[src/rtl/pc_sequencer_if.sv]
// Fetch-side bundle between the fetch controller and the program-counter sequencer.
// The controller drives control events; the sequencer returns the PC and RAS status.
interface pc_sequencer_if #(
  parameter int XLEN = 32
);
  logic            stall;
  logic            redirect;
  logic [XLEN-1:0] redirect_target;
  logic            call;
  logic            ret;
  logic            trap;
  logic [XLEN-1:0] pc_out;
  logic            pc_valid;
  logic            ras_empty;
  logic            ras_full;
  logic            misaligned;
  logic            ras_underflow;

  modport master (
    output stall, redirect, redirect_target, call, ret, trap,
    input  pc_out, pc_valid, ras_empty, ras_full, misaligned, ras_underflow
  );

  modport slave (
    input  stall, redirect, redirect_target, call, ret, trap,
    output pc_out, pc_valid, ras_empty, ras_full, misaligned, ras_underflow
  );
endinterface

[src/rtl/pc_sequencer.sv]
// Fetch program counter with trap/redirect/stall priority and a circular
// return-address stack that overwrites its oldest entry when pushed while full.
module pc_sequencer #(
  parameter int              XLEN         = 32,
  parameter logic [XLEN-1:0] RESET_VECTOR = '0,
  parameter logic [XLEN-1:0] TRAP_VECTOR  = XLEN'(32'h0000_0100),
  parameter int              INC_BYTES    = 4,
  parameter int              RAS_DEPTH    = 4
) (
  input logic          clk,
  input logic          rst,
  pc_sequencer_if.slave bus
);
  localparam int              PTR_W      = $clog2(RAS_DEPTH);
  localparam int              CNT_W      = $clog2(RAS_DEPTH + 1);
  localparam logic [XLEN-1:0] INC        = XLEN'(INC_BYTES);
  localparam logic [XLEN-1:0] ALIGN_MASK = XLEN'(INC_BYTES - 1);
  localparam logic [CNT_W-1:0] FULL_CNT  = CNT_W'(RAS_DEPTH);

  typedef enum logic {S_WAIT, S_RUN} state_t;

  state_t           state, state_next;
  logic [XLEN-1:0]  pc, pc_next, pc_seq;
  logic [XLEN-1:0]  ras_mem [RAS_DEPTH];
  logic [PTR_W-1:0] top, top_next, top_pop, push_ptr;
  logic [CNT_W-1:0] count, count_next, count_pop;
  logic             push;
  logic             mis, mis_next, unf, unf_next;
  logic             empty_r, full_r;

  assign pc_seq = pc + INC;

  always_comb begin
    state_next = S_RUN;
    pc_next    = pc;
    top_next   = top;
    count_next = count;
    top_pop    = top;
    count_pop  = count;
    push       = 1'b0;
    push_ptr   = top;
    mis_next   = 1'b0;
    unf_next   = 1'b0;
    case (state)
      S_WAIT: begin
        state_next = S_RUN;
      end
      S_RUN: begin
        if (bus.trap) begin
          pc_next = TRAP_VECTOR;
        end else if (bus.redirect) begin
          pc_next  = bus.redirect_target & ~ALIGN_MASK;
          mis_next = |(bus.redirect_target & ALIGN_MASK);
          // A combined call+ret pops before pushing, so a live top entry is replaced in place.
          if (bus.ret && count != '0) begin
            top_pop   = top - PTR_W'(1);
            count_pop = count - CNT_W'(1);
          end
          top_next   = top_pop;
          count_next = count_pop;
          if (bus.call) begin
            push       = 1'b1;
            push_ptr   = top_pop + PTR_W'(1);
            top_next   = push_ptr;
            count_next = (count_pop == FULL_CNT) ? count_pop : count_pop + CNT_W'(1);
          end
        end else if (bus.ret) begin
          if (count != '0) begin
            pc_next    = ras_mem[top];
            top_next   = top - PTR_W'(1);
            count_next = count - CNT_W'(1);
          end else begin
            pc_next  = pc_seq;
            unf_next = 1'b1;
          end
        end else if (!bus.stall) begin
          pc_next = pc_seq;
        end
      end
      default: state_next = S_WAIT;
    endcase
  end

  always_ff @(posedge clk or negedge rst) begin
    if (!rst) begin
      state   <= S_WAIT;
      pc      <= RESET_VECTOR;
      top     <= '0;
      count   <= '0;
      mis     <= 1'b0;
      unf     <= 1'b0;
      empty_r <= 1'b1;
      full_r  <= 1'b0;
    end else begin
      state   <= state_next;
      pc      <= pc_next;
      top     <= top_next;
      count   <= count_next;
      mis     <= mis_next;
      unf     <= unf_next;
      empty_r <= (count_next == '0);
      full_r  <= (count_next == FULL_CNT);
    end
  end

  // Stack contents are never cleared; the count alone decides which entries are live.
  always_ff @(posedge clk) begin
    if (push) begin
      ras_mem[push_ptr] <= pc_seq;
    end
  end

  assign bus.pc_out        = pc;
  assign bus.pc_valid      = (state == S_RUN);
  assign bus.ras_empty     = empty_r;
  assign bus.ras_full      = full_r;
  assign bus.misaligned    = mis;
  assign bus.ras_underflow = unf;
endmodule
[src/flat_wrapper.sv]
// flat-port wrapper written by rule: the top's interface ports become plain ports
module pc_sequencer_flat 
#(
  parameter int              XLEN         = 32,
  parameter logic [XLEN-1:0] RESET_VECTOR = '0,
  parameter logic [XLEN-1:0] TRAP_VECTOR  = XLEN'(32'h0000_0100),
  parameter int              INC_BYTES    = 4,
  parameter int              RAS_DEPTH    = 4
)
  (clk, rst, bus_stall, bus_redirect, bus_redirect_target, bus_call, bus_ret, bus_trap, bus_pc_out, bus_pc_valid, bus_ras_empty, bus_ras_full, bus_misaligned, bus_ras_underflow);
  pc_sequencer_if #(.XLEN(XLEN)) bus_i ();
  input logic clk;
  input logic rst;
  input wire logic [$bits(bus_i.stall)-1:0] bus_stall;
  input wire logic [$bits(bus_i.redirect)-1:0] bus_redirect;
  input wire logic [$bits(bus_i.redirect_target)-1:0] bus_redirect_target;
  input wire logic [$bits(bus_i.call)-1:0] bus_call;
  input wire logic [$bits(bus_i.ret)-1:0] bus_ret;
  input wire logic [$bits(bus_i.trap)-1:0] bus_trap;
  output wire logic [$bits(bus_i.pc_out)-1:0] bus_pc_out;
  output wire logic [$bits(bus_i.pc_valid)-1:0] bus_pc_valid;
  output wire logic [$bits(bus_i.ras_empty)-1:0] bus_ras_empty;
  output wire logic [$bits(bus_i.ras_full)-1:0] bus_ras_full;
  output wire logic [$bits(bus_i.misaligned)-1:0] bus_misaligned;
  output wire logic [$bits(bus_i.ras_underflow)-1:0] bus_ras_underflow;
  assign bus_i.stall = bus_stall;
  assign bus_i.redirect = bus_redirect;
  assign bus_i.redirect_target = bus_redirect_target;
  assign bus_i.call = bus_call;
  assign bus_i.ret = bus_ret;
  assign bus_i.trap = bus_trap;
  assign bus_pc_out = bus_i.pc_out;
  assign bus_pc_valid = bus_i.pc_valid;
  assign bus_ras_empty = bus_i.ras_empty;
  assign bus_ras_full = bus_i.ras_full;
  assign bus_misaligned = bus_i.misaligned;
  assign bus_ras_underflow = bus_i.ras_underflow;
  pc_sequencer #(.XLEN(XLEN), .RESET_VECTOR(RESET_VECTOR), .TRAP_VECTOR(TRAP_VECTOR), .INC_BYTES(INC_BYTES), .RAS_DEPTH(RAS_DEPTH)) u_core (.clk(clk), .rst(rst), .bus(bus_i));
endmodule
[config.mk]
export PLATFORM = sky130hd
export DESIGN_NAME = pc_sequencer_flat
export DESIGN_NICKNAME = d
export VERILOG_FILES = /design/src/rtl/pc_sequencer_if.sv /design/src/rtl/pc_sequencer.sv /design/src/flat_wrapper.sv
export SDC_FILE = /design/constraint.sdc
export NUM_CORES = 1
export LEC_CHECK = 0
export ABC_AREA = 0
export CAP_MARGIN = 10
export CORE_MARGIN = 4
export CORE_UTILIZATION = 40
export DETAILED_ROUTE_END_ITERATION = 16
export PLACE_DENSITY_LB_ADDON = 0.1
export SLEW_MARGIN = 20
export SYNTH_ARGS = -nofsm -noshare
export SYNTH_HDL_FRONTEND = slang
export SYNTH_SLANG_ARGS = --single-unit
[constraint.sdc]
create_clock -name clk -period 7.8 [get_ports clk]
set_clock_uncertainty 0.15 [all_clocks]
set_input_delay 2.34 -clock clk [delete_from_list [all_inputs] [get_ports clk]]
set_output_delay 2.34 -clock clk [all_outputs]
set_load 0.05 [all_outputs]
==> metrics.txt, run 1 <==
Critical Path Start bus_redirect; Ys Warns 0; Syn Area/Cell approximately 14 µm²; Post-CTS Resized 0; met2 Use GR a little under a third; Clock Pin Slew Worst Setup and Hold Paths 0.07 ns; min cycle time layout between 5 and 6 ns; Critical Path, Cell by Cell clkdlybuf4s50_1 -> buf_4 -> and2_1 -> nand2_1 -> a21oi_4 -> buf_4; Crit Path Max Fanout 22; first-pass GRT wire length between 30,000 and 40,000 µm; Post-Syn Area 7910 µm²; I/O pins 76; Final Worst Setup Slack 2.54 ns; via count approximately 5,200; RSZ-0062 raised after global routing false; Mapped Nets 599; pre-CTS setup slack roughly 2 ns; Area growth syn-to-layout 20.7%; CTS tree built; r2r worst-path depth 7; Clock Path Buffers 2; status complete, no violations; Peak Freq approximately 190 MHz; Gate power share between 20% and 30%; Seq cells post-synth 170; cts bufs inserted 17; total congestion overflow 0; crit path kind input pin to flop; Critical-path top delay cell clkdlybuf4s50_1; max_slew headroom 30.7%; CP top delay family buffers and inverters; Stages on worst setup path 6; Wirelength per Cell 22.4 µm; DIE AREA around 22,000 µm²; WP buf/inv 3; most frequent CP cell buf_4; largest net degree at the start of global routing 43; WP data required approximately 7.8 ns; Core ar. between 15,000 and 20,000 µm²; Remaining DRCs 0; Internal around 1.8 mW; htree depth 4; GRT Max-Usage Layer met2; fraction of layout cells with a size suffix above 1 15.6%; GPL Wtd Cong 0.788; cts hold-fix bufs 0; RR Startpoint u_core.count[0]; I/O Buffers between 70 and 80; first-iteration detailed-routing DRC count roughly 400; CP endpoint u_core.ras_mem[0][23]; Initial Utilization between 40 and 50%; R2R setup slack roughly 4.3 ns; Tot GR Track Use between 10% and 20%; ys async rst share between 20% and 30%; Root Driver clkbuf_16; CP max stage delay 1.07 ns; ant diodes 0; row cnt between 50 and 60; power share of the sequential group 41.7%; Net Sw Frac between 30% and 40%; HPWL after DPL approximately 13,000 µm; Syn Inst Count around 560; Setup crit start kind input pin; Worst EP arrival about 5.2 ns; Final Hold Fails 0; sequential element share of the synthesized area 61.9%; Cell Pwr Density 288 nW/µm²; VDD IR max about 170 µV; Routed Antenna Nets 0; Final setup viols 0; GR Util met1 approximately a quarter; drt pass-1 iters 5; min-delay worst type flop to flop; final slew viol count 0; Worst Max-Slew Pin Slew about 1.0 ns; endpoint type of the worst setup path flop; Die X ~150 µm; Switch Pwr around 0.9 mW; leakage power 3.29 nW; final WL around 20,000 µm; setup TNS 0 ns; clock power share roughly 30%; antenna violations before repair 0; later-pin clock latency in the skew report between 0.4 and 0.5 ns; Post-synth EDFFs ~130; Yosys cell types roughly 70; vias per std cell between 5 and 6; Final nets ~670; grt met3 use about 3.5%; Sink Count 170; max-cap check violation count 0; Die Y-Extent 149 µm; vias in the first global route ~5,300; layout filler cell count around 1,700; top_reg_cell synth edfxtp_1; # Post-CTS Setup Buffers 0; Reg-to-Reg End u_core.ras_mem[0][23]; Final Cycle Share between 60% and 70%
power groups by stage:
stage / sequential, mW / clock, mW / combinational [mW]
floorplan: 1.24 / 0 / 0.481
global placement: 1.16 / 0 / 0.774
detailed placement: 1.16 / 0 / 0.784
CTS: 1.14 / 0.838 / 0.785
global route: 1.15 / 0.881 / 0.842
finish: 1.14 / 0.821 / 0.781
stage by stage:
stage	util, %	total power, mW	hold WS [ns]	instances	cell area [µm²]
2_1_floorplan	-	1.72	0.368	557	7910
3_3_place_gp	46.0	1.94	0.441	875	8940
3_5_place_dp	46.0	1.95	0.438	875	8940
4_1_cts	48.9	2.77	0.456	907	9510
5_1_grt	49.1	2.88	0.496	908	9550
6_report	49.1	2.75	0.453	908	9550
area by class of cell:
cell class                 count  area, µm²  area share (%)
clock buffer                  18        429            4.49
clock inverter                14        138            1.44
inverter                       9       33.8           0.354
multi-input combinational    347       2880            30.1
sequential                   170       4900            51.3
tap                          265        332            3.47
timing repair buffer          85        843            8.83
how the worst min path moves through the flow:
stage                               start                  endpoint  slack [ns]  cells after the start
global route        u_core.bus.pc_out[17]     u_core.bus.pc_out[17]        0.50                      1
global placement      u_core.bus.pc_valid  u_core.bus.ras_underflow        0.44                      2
detailed placement  u_core.bus.pc_out[17]     u_core.bus.pc_out[17]        0.44                      1
floorplan            u_core.bus.pc_out[0]      u_core.ras_mem[0][0]        0.37                      0
finish                u_core.bus.pc_valid  u_core.bus.ras_underflow        0.45                      2
CTS                 u_core.bus.pc_out[17]     u_core.bus.pc_out[17]        0.46                      1
registers in the layout (all words and copies together) (netlist names):
| signal | count |
|---|---|
| u_core.count | 3 |
| u_core.bus.ras_underflow | 1 |
| u_core.ras_mem | 128 |
| u_core.bus.misaligned | 1 |
| u_core.bus.ras_empty | 1 |
| u_core.bus.pc_out | 32 |
| u_core.bus.ras_full | 1 |
| u_core.top | 2 |
| u_core.bus.pc_valid | 1 |
routing by layer:
metal | up-vias | part of all wire, %
met5 | - | 0
met2 | 110 | 49
met1 | 2676 | 46
li1 | 2358 | -
met4 | 0 | 1.4
met3 | 18 | 3.3
Yosys cell counts (all sizes together), types with 3 or more instances:
| library cell | number | area, µm² |
|---|---|---|
| a211o | 4 | 35.0 |
| mux4 | 32 | 721 |
| inv | 9 | 33.8 |
| nand3 | 21 | 105 |
| nor2b | 3 | 18.8 |
| nor3 | 5 | 30.0 |
| a31o | 4 | 35.0 |
| nor4 | 7 | 80.1 |
| edfxtp | 128 | 3840 |
| mux2i | 4 | 40.0 |
| o31ai | 4 | 30.0 |
| o221ai | 6 | 52.6 |
| dfrtp | 41 | 1030 |
| a21oi | 14 | 70.1 |
| a21o | 9 | 67.6 |
| o21ai | 21 | 105 |
| xnor2 | 24 | 210 |
| and3 | 9 | 56.3 |
| a211oi | 6 | 50.1 |
| clkbuf | 14 | 52.6 |
| a22o | 10 | 87.6 |
| and2 | 4 | 25.0 |
| nor3b | 3 | 22.5 |
| a22oi | 10 | 75.1 |
| o211ai | 3 | 22.5 |
| nand4 | 13 | 103 |
| nor2 | 23 | 88.8 |
| o21a | 11 | 82.6 |
| nand2 | 42 | 158 |
| xor2 | 6 | 52.6 |
| or2 | 3 | 18.8 |
| ha | 3 | 37.5 |
| buf | 17 | 96.3 |
| nand2b | 9 | 56.3 |
| a221o | 6 | 60.1 |
cell families after synthesis:
family | Yosys count | share of synthesized area [%]
fa+ha+maj | 3 | 0.475
other cells | 1 | 0.0474
mux | 36 | 9.62
buf+inv | 40 | 2.31
simple gates | 152 | 10.7
xor+xnor | 30 | 3.32
compound gates | 125 | 11.7
flops | 170 | 61.9
placed cells by master (no fill, tap or decap), types with 11 or more instances in the layout:
cell type	netlist	routed
xnor2_1	24	24
clkbuf_16	0	17
clkdlybuf4s50_1	0	74
nand4_1	11	11
dfrtp_1	41	40
nor2_1	22	20
o21ai_0	20	20
a21oi_1	14	11
nand2_1	42	42
edfxtp_1	128	128
nand3_1	21	21
o21a_1	11	11
mux4_2	32	32
worst min-delay path, stage by stage, from the launching register on:
cell and delay (ns):
dfrtp_1 0.44, nand2_1 0.08, nor4_1 0.04
Note: power is estimated with default switching activity, not from simulation.
==> run 2, diff against run 1 <==
clock period = 4.6 ns   (was 7.8 ns; I/O delays follow)
==> metrics.txt, run 2 (synthesis gave the netlist of run 1 again) <==
Most flops, register u_core.ras_mem; cts bufs inserted 17; Worst EP arrival approximately 1.9 ns; most frequent cells in the layout edfxtp_1, clkdlybuf4s50_1, nand2_1, dfrtp_1, mux4_2; Crit Path Max Fanout 10; drt pass-1 iters 5; WP buf/inv 1; Routed Antenna Nets 0; Wirelength per Cell 22.6 µm; DIE AREA 22,100 µm²; HPWL after DPL around 14,000 µm; Sink Count between 150 and 200; final WL roughly 21,000 µm; fraction of layout cells with a size suffix above 1 between 15 and 20%; Final Hold Fails 0; CP max stage delay 0.89 ns; RSZ-0062 raised after global routing false; vias in the first global route between 5,000 and 6,000; CP top delay family buffers and inverters; max_slew headroom between 30 and 40%; Peak Freq 288 MHz; first-pass GRT wire length about 32,000 µm; I/O pins 76; CTS tree built; commonest non-fill, non-tap cell in the layout edfxtp_1; Tot GR Track Use between 10% and 20%; Cell Pwr Density between 400 and 500 nW/µm²; WP data required between 3 and 4 ns; total congestion overflow 0; Die Y-Extent 149 µm; min-delay worst type flop to flop; largest net degree at the start of global routing 28; Post-CTS Resized 0; ant diodes 0; via count 5,233; Largest register FFs 128; final slew viol count 0; htree depth 4; Setup crit start kind flop; Critical-path top delay cell clkdlybuf4s50_1; max-cap check violation count 0; crit path kind flop to output pin; Clock Pin Slew Worst Setup and Hold Paths around 0.070 ns; status complete, no violations; Worst Max-Slew Pin Slew about 0.95 ns; endpoint type of the worst setup path output pin; # Post-CTS Setup Buffers 0; Final setup viols 0; row cnt 51; Final Cycle Share between 70% and 80%; Final nets around 700; Clock Path Buffers 2; Area growth syn-to-layout 22.0%; Finished Layout Cells ~900; Critical Path, Cell by Cell clkdlybuf4s50_1; Remaining DRCs 0; I/O Buffers between 70 and 80; VDD IR max 265 µV; vias per std cell about 5.7; min cycle time layout roughly 3.5 ns; Core ar. 19,500 µm²; Initial Utilization between 40% and 50%; Root Driver clkbuf_16; setup TNS 0 ns; DP Cell Count slightly below 900; GPL Wtd Cong 0.841; leakage power 3.37 nW; first-iteration detailed-routing DRC count about 370; cts hold-fix bufs 0; antenna violations before repair 0; Die X 149 µm; later-pin clock latency in the skew report between 0.4 and 0.5 ns
## run 2: cell count changes in the layout (fill, tap and decap cells not counted), moves of 2 or more
cell and delta:
clkinvlp_4 -4, clkinv_2 +2, inv_8 +2, buf_4 +9, buf_12 +2
## run 2: area by class of cell
cell class                 instances  area (µm²)
fill                            1700        9810
sequential                       170        4900
multi-input combinational        347        2870
timing repair buffer              96         928
clock buffer                      17         425
tap                              265         332
clock inverter                    15         165
inverter                           9        33.8
## run 2: metrics by stage
stage          util (%)  hold slack [ns]  instance area, µm²  power, mW  worst slack (ns)
2_1_floorplan         -            0.368                7910       2.92            0.0432
3_3_place_gp       46.6            0.437                9060       3.34             0.779
3_5_place_dp       46.6            0.443                9060       3.35             0.733
4_1_cts            49.6            0.464                9650       4.79              1.10
5_1_grt            49.6            0.484                9650       4.95              1.03
6_report           49.6            0.459                9650       4.74              1.13
## run 2: final timing paths
kind,slack (ns),to,cells past startpoint,from
max reg2reg,1.45,u_core.ras_mem[2][29],9,u_core.count[0]
max,1.13,bus_pc_out[14],1,u_core.bus.pc_out[14]
min reg2reg,0.46,u_core.bus.pc_out[17],1,u_core.bus.pc_out[17]
min in group asynchronous,0.84,u_core.bus.pc_out[18],1,rst
max in group asynchronous,2.70,u_core.top[0],2,rst
min,0.46,u_core.bus.pc_out[17],1,u_core.bus.pc_out[17]
## run 2: report_power, final
| part | internal [mW] | leakage [nW] | total (mW) | switching [mW] |
|---|---|---|---|---|
| Combinational | 0.569 | 1.37 | 1.28 | 0.714 |
| Sequential | 1.81 | 1.71 | 2.02 | 0.207 |
| Clock | 0.813 | 0.290 | 1.44 | 0.625 |
| Total | 3.19 | 3.37 | 4.74 | 1.55 |
## run 2: layer usage
metal	wire [µm]	up-vias	share of wire, %	global-route usage, %
met2	10300	131	49	31.6
met4	325	0	1.6	5.77
met1	9350	2711	45	27.0
met3	821	23	4.0	2.99
li1	-	2368	-	-
met5	0	-	0	0
